`src/rtl/mont_pkg.sv`:
```
// Shared types and constants for the radix-4 Montgomery multiplier sequencer.
package mont_pkg;

  localparam int unsigned N_BITS_DEF  = 512;
  localparam int unsigned STEPS_DEF   = 256;
  localparam int unsigned MAX_SUB_DEF = 4;

  localparam logic [3:0] PHASE_LAST = 4'd5;

  typedef enum logic [2:0] {
    StIdle,
    StLoop,
    StResolve,
    StSub,
    StDone
  } state_t;

  // Quotient digit: (c_flags * m_prime) mod 4, i.e. the low two bits of the product.
  function automatic logic [1:0] q_digit_of(input logic [1:0] c, input logic [1:0] mp);
    logic [1:0] prod;
    prod = c * mp;
    return prod;
  endfunction

endpackage

```
`src/rtl/mont_phase_cnt.sv`:
```
// Chunk-phase counter 0..PHASE_LAST with enable, synchronous clear and a wrap pulse.
module mont_phase_cnt
  import mont_pkg::*;
(
  input  logic       clk,
  input  logic       rst,
  input  logic       en,
  input  logic       clr,
  output logic [3:0] phase,
  output logic       wrap
);

  logic [3:0] phase_q;

  assign wrap  = en && (phase_q == PHASE_LAST);
  assign phase = phase_q;

  always_ff @(posedge clk) begin
    if (rst || clr) begin
      phase_q <= '0;
    end else if (en) begin
      phase_q <= wrap ? 4'd0 : phase_q + 4'd1;
    end
  end

endmodule

```
`src/rtl/mont_ctrl.sv`:
```
// Sequencer for the radix-4 Montgomery datapath: double-shift loop, carry resolve,
// then conditional-subtract passes until the adder reports completion or the limit trips.
module mont_ctrl
  import mont_pkg::*;
#(
  parameter int unsigned N_BITS  = N_BITS_DEF,
  parameter int unsigned STEPS   = STEPS_DEF,
  parameter int unsigned MAX_SUB = MAX_SUB_DEF
) (
  input  logic              clk,
  input  logic              rst,
  input  logic              start,
  input  logic [N_BITS-1:0] in_a,
  input  logic [1:0]        m_prime,
  input  logic [1:0]        c_flags,
  input  logic              sub_done,
  output logic [1:0]        a_digit,
  output logic [1:0]        q_digit,
  output logic              c_doubleshift,
  output logic              subtract,
  output logic [3:0]        phase,
  output logic              busy,
  output logic              done,
  output logic              err
);

  localparam int unsigned ITER_W = (STEPS > 1) ? $clog2(STEPS) : 1;
  localparam int unsigned SUB_W  = $clog2(MAX_SUB + 1);

  localparam logic [ITER_W-1:0] ITER_LAST = ITER_W'(STEPS - 1);
  localparam logic [SUB_W-1:0]  SUB_LIMIT = SUB_W'(MAX_SUB);

  state_t              state_q;
  logic [N_BITS-1:0]   a_sh_q;
  logic [ITER_W-1:0]   iter_q;
  logic [SUB_W-1:0]    sub_cnt_q;
  logic [SUB_W-1:0]    sub_cnt_inc;
  logic                cnt_en;
  logic                cnt_wrap;

  assign cnt_en      = (state_q == StResolve) || (state_q == StSub);
  assign sub_cnt_inc = sub_cnt_q + SUB_W'(1);

  mont_phase_cnt u_phase_cnt (
    .clk   (clk),
    .rst   (rst),
    .en    (cnt_en),
    .clr   (!cnt_en),
    .phase (phase),
    .wrap  (cnt_wrap)
  );

  // a_sh is zero outside LOOP, so its low digit doubles as the registered a_digit.
  assign a_digit = a_sh_q[1:0];
  assign q_digit = (state_q == StLoop) ? q_digit_of(c_flags, m_prime) : 2'b00;

  always_ff @(posedge clk) begin
    if (rst) begin
      state_q       <= StIdle;
      a_sh_q        <= '0;
      iter_q        <= '0;
      sub_cnt_q     <= '0;
      c_doubleshift <= 1'b0;
      subtract      <= 1'b0;
      busy          <= 1'b0;
      done          <= 1'b0;
      err           <= 1'b0;
    end else begin
      done <= 1'b0;
      err  <= 1'b0;
      unique case (state_q)
        StIdle: begin
          if (start) begin
            a_sh_q        <= in_a;
            iter_q        <= '0;
            c_doubleshift <= 1'b1;
            busy          <= 1'b1;
            state_q       <= StLoop;
          end
        end
        StLoop: begin
          a_sh_q <= a_sh_q >> 2;
          iter_q <= iter_q + 1'b1;
          if (iter_q == ITER_LAST) begin
            a_sh_q        <= '0;
            c_doubleshift <= 1'b0;
            state_q       <= StResolve;
          end
        end
        StResolve: begin
          if (cnt_wrap) begin
            sub_cnt_q <= '0;
            subtract  <= 1'b1;
            state_q   <= StSub;
          end
        end
        StSub: begin
          // sub_done only matters on the last chunk of a pass.
          if (cnt_wrap) begin
            if (sub_done) begin
              subtract <= 1'b0;
              done     <= 1'b1;
              state_q  <= StDone;
            end else if (sub_cnt_inc == SUB_LIMIT) begin
              sub_cnt_q <= sub_cnt_inc;
              subtract  <= 1'b0;
              done      <= 1'b1;
              err       <= 1'b1;
              state_q   <= StDone;
            end else begin
              sub_cnt_q <= sub_cnt_inc;
            end
          end
        end
        StDone: begin
          busy    <= 1'b0;
          state_q <= StIdle;
        end
        default: state_q <= StIdle;
      endcase
    end
  end

endmodule

```
`config.mk`:
```
export PLATFORM = sky130hd
export DESIGN_NAME = mont_ctrl
export DESIGN_NICKNAME = d
export VERILOG_FILES = /design/src/rtl/mont_pkg.sv /design/src/rtl/mont_phase_cnt.sv /design/src/rtl/mont_ctrl.sv
export SDC_FILE = /design/constraint.sdc
export NUM_CORES = 1
export LEC_CHECK = 0
export BUFFER_PORTS_ARGS = -buffer_cell sky130_fd_sc_hd__buf_2
export CAP_MARGIN = 10
export CORE_MARGIN = 2
export CORE_UTILIZATION = 35
export CTS_BUF_LIST = sky130_fd_sc_hd__clkbuf_4
export DETAILED_ROUTE_END_ITERATION = 10
export GPL_TIMING_DRIVEN = 0
export PLACE_DENSITY = 0.67
export SLEW_MARGIN = 20
export SYNTH_ARGS = -nofsm -noshare
export SYNTH_HDL_FRONTEND = slang
export SYNTH_SLANG_ARGS = --single-unit
```
`constraint.sdc`:
```
create_clock -name clk -period 2 [get_ports clk]
set_input_delay 0.2 -clock clk [delete_from_list [all_inputs] [get_ports clk]]
set_output_delay 0.2 -clock clk [all_outputs]
set_load 0.05 [all_outputs]
```
==> results.cfg, run 1 <==
[clocking]
cts-resized-gates = 810
htree_levels = 4
cts_buffer_depth = 3
cts_hold_buf = 841
tritoncts.num_buffers = 151
post_cts_buffers = 94
cts_root_buf = clkbuf_4
cts.sinks = 535

[synthesis]
yosys-top-cells-area = dfxtp_1 50%, a221oi_1 21%, nor3_1 12%
synth_largest_area_cell = dfxtp_1
syn-instance-count = 2459
ys_seq_area_share_pct = 49.6
avgSynthCellArea_um2 = 8.78
synthDistinctLibCells = 39
synth_seq_cells = 535
synthesis.area_mm2 = 0.0216
yosys_warnings = 0
synth-edff-count = 0
ys.flop_type = dfxtp_1
synthTopCellsByCount = 535 x dfxtp_1, 525 x nor2_1, 511 x nor3_1
yosys.area.top_type_share_pct = 49.6
synth.most_common_cell = dfxtp_1
async_reset_ff_share_pct = 0
syn_nets = 2984

[outcome]
first-error = [ERROR RSZ-0060] Max buffer count reached.
outcome = did not finish
failed_stage = clock tree synthesis (4_1_cts)

[floorplan]
num_io_pins = 533
initial_core_util_pct = 35.2
std_cell_rows = 91
die_w_um = 252
die_h_um = 252

[place]
hpwl_um = 55100
io_buffers = 531
dpl_cell_area_mm2 = 0.0253
gp_congestion = 0.866
==> logic make-up after synthesis <==
| kind of cell | Yosys count | share of synthesized area, % |
|---|---|---|
| buf+inv | 295 | 6.18 |
| fa+ha+maj | 5 | 0.290 |
| simple gates | 1081 | 22.2 |
| xor+xnor | 4 | 0.162 |
| compound gates | 539 | 21.6 |
| flops | 535 | 49.6 |
==> through the flow <==
stage               cells  utilization (%)  hold slack, ps  setup WS [ps]
detailed placement   3781             41.2             415           -797
global placement     3780             41.1             416          -1330
floorplan            2459                -             278            105
==> inputs of run 2 (changes only) <==
--- a/config.mk
+++ b/config.mk
@@ -8,11 +8,10 @@
 export BUFFER_PORTS_ARGS = -buffer_cell sky130_fd_sc_hd__buf_2
 export CAP_MARGIN = 10
 export CORE_MARGIN = 2
-export CORE_UTILIZATION = 35
-export CTS_BUF_LIST = sky130_fd_sc_hd__clkbuf_4
+export CORE_UTILIZATION = 20
 export DETAILED_ROUTE_END_ITERATION = 10
 export GPL_TIMING_DRIVEN = 0
-export PLACE_DENSITY = 0.67
+export PLACE_DENSITY_LB_ADDON = 0.15
 export SLEW_MARGIN = 20
 export SYNTH_ARGS = -nofsm -noshare
 export SYNTH_HDL_FRONTEND = slang
==> run 2 against run 1 <==
The flow now finishes, with violations (negative setup slack). Synthesized cell count unchanged. Synthesized area did not move.
==> results.cfg, run 2 <==
[place]
io_buffers = 531
dpl_cell_area_mm2 = 0.0260
gp_congestion = 0.769
hpwl_um = 65700

[synthesis]
ys.flop_type = dfxtp_1
async_reset_ff_share_pct = 0
yosys.area.top_type_share_pct = 49.6
synth_seq_cells = 535
yosys_warnings = 0
synthDistinctLibCells = 39
ys_seq_area_share_pct = 49.6
syn_nets = 2984
synth_largest_area_cell = dfxtp_1
synthesis.area_mm2 = 0.0216
synthTopCellsByCount = 535 x dfxtp_1, 525 x nor2_1, 511 x nor3_1
synth-edff-count = 0
avgSynthCellArea_um2 = 8.78
syn-instance-count = 2459
synth.most_common_cell = dfxtp_1
yosys-top-cells-area = dfxtp_1 50%, a221oi_1 21%, nor3_1 12%

[layout]
stdcell_area_mm2 = 0.0369
syn_to_final_growth_pct = 70.7
final_cell_mix = 548 x buf_2, 531 x dfxtp_1, 523 x nor2_1, 514 x dlygate4sd3_1, 499 x nor3_1
top_register = a_sh_q
nets = 4147
layout_commonest_cell = buf_2
largest_reg_flops = 512
drive_gt1_share_pct = 29.1

[outcome]
failed_checks = negative setup slack
outcome = finished, violations left

[setup_path]
critical_path.top_delay_family = simple AND/OR/NAND/NOR gates
path_class = flop to primary output
cp-start-kind = flop
critPathRequiredTime_ps = 1800
reg2reg_depth = 10
r2r_slack_ps = -130
path_cells = or3b_4 > clkbuf_16 > buf_12 > nor2_4 > buf_8
crit_cells = 5
r2r_end = a_sh_q[81]
critPathLaunch = state_q[2]
critPathCapture = q_digit[1]
r2r-start = state_q[2]
cp_max_fo = 5
crit_buf_inv = 3
crit_path_top_delay_cell = or3b_4
end_kind = primary output
cpPeakStageDelay_ps = 440
arrival_ps = 1980

[grt]
grt_max_degree = 12
grt_usage_pct = 16.2
grt_pass1_wl_um = 143000
first_global_vias = 24300
overflow = 0
antenna_found_initial = 31

[job]
drv_cap = 0

[clocking]
cts_tree = done
tritoncts.num_buffers = 71
cts_buffer_depth = 3
cts_root_buf = clkbuf_16
htree_levels = 3
insertion_delay_ps = 630
cts.sinks = 535
path_clk_slew_ps = 50

[sta]
tightest_slew_ps = 836
setup_viol = 324
rsz0062_at_grt = yes
hold_ws_ps = 383
max_slew_margin_pct = 44.2
fin_crit_sh_pct = 109
fmax_ghz = 0.459
skew_ps = 20.8
setup_ws_ps = -177
hold_viol = 0
slew_viol_final = 0
min_period_ps = 2180

[drt]
firstDrtPassIters = 5
route.detailed.drc = 0
drt-total-wl_um = 95300
drt-initial-drc-count = 1221
vias = 24300
wire_per_inst_um = 18.7
viasPerCell = 4.76
drtAntennaViolNets = 0

[floorplan]
core-area_mm2 = 0.107
die_h_um = 333
num_io_pins = 533
die_area_mm2 = 0.111
initial_core_util_pct = 20.2
die_w_um = 333
std_cell_rows = 120

[hold_path]
hp-class = input port to flop

[pwr]
power_density_mw_per_mm2 = 867
ir_worst_vdd_mv = 0.658
p_leak_nw = 14.9
## run 2: report_power, final
group | leakage, nW | switching (W) | internal (W) | total (W)
combinational | 9.29 | 0.00316 | 0.00327 | 0.00643
clock | 1.19 | 0.00508 | 0.00810 | 0.0132
sequential | 4.44 | 0.000609 | 0.0117 | 0.0123
## run 2: through the flow
stage	utilization (%)	TNS [ps]	setup slack, ps	total power, W	cells
3_5_place_dp	24.3	-555310	-1340	0.0169	4394
6_report	34.4	-14540	-177	0.0320	5096
4_1_cts	32.1	-51340	-317	0.0315	5041
2_1_floorplan	-	0	105	0.0152	2459
3_3_place_gp	24.3	-787010	-1770	0.0170	4393
5_1_grt	34.4	-55560	-267	0.0336	5090
## run 2: cell type report
cell class | instances | area [µm²]
Tap cell | 1403 | 1760
Timing Repair Buffer | 1094 | 8620
Antenna cell | 22 | 55.1
Inverter | 2 | 7.51
Clock buffer | 108 | 2210
Clock inverter | 14 | 199
Buffer | 289 | 2690
Sequential cell | 535 | 10700
Multi-Input combinational cell | 1629 | 10600
Fill cell | 11100 | 70200
## run 2: tightest hold or removal path, cell delays in order
cell           delay (ps)
dlygate4sd3_1         560
buf_2                 150
nor3_1                 50
## run 2: worst min path at each step
stage | from | to | cells after the start
2_1_floorplan | sub_done | err | 1
5_1_grt | sub_done | err | 3
6_report | sub_done | err | 3
3_3_place_gp | sub_done | err | 2
4_1_cts | sub_done | err | 3
3_5_place_dp | sub_done | err | 2
## run 2: metal layers
metal	vias to the layer above	global-route usage (%)	share of wire, %
met5	-	0	0.11
met4	16	4.59	2.1
met3	142	4.17	5.8
met2	656	26.3	47
met1	11700	21.1	45
li1	11700	-	-
## run 2: timing repair
action                     CTS  global route
gates cloned                 0            16
pin swaps                    8           117
hold endpoints to repair   517             0
resized for setup          210           540
buffers inserted            12            20
hold buffers               514             0
setup endpoints to repair  521           512
## run 2: cell families (layout without fill, tap and decap cells)
family | after synthesis | after routing | share of synthesized area, %
AOI/OAI and AO/OA | 539 | 539 | 21.6
and+or+nand+nor | 1081 | 1081 | 22.2
xor gates and xnor gates | 4 | 4 | 0.162
other | 0 | 22 | 0
adders and majority gates | 5 | 5 | 0.290
buffers and inverters | 295 | 1507 | 6.18
DFF | 535 | 535 | 49.6
No activity file was read; power rests on OpenSTA's default activity.
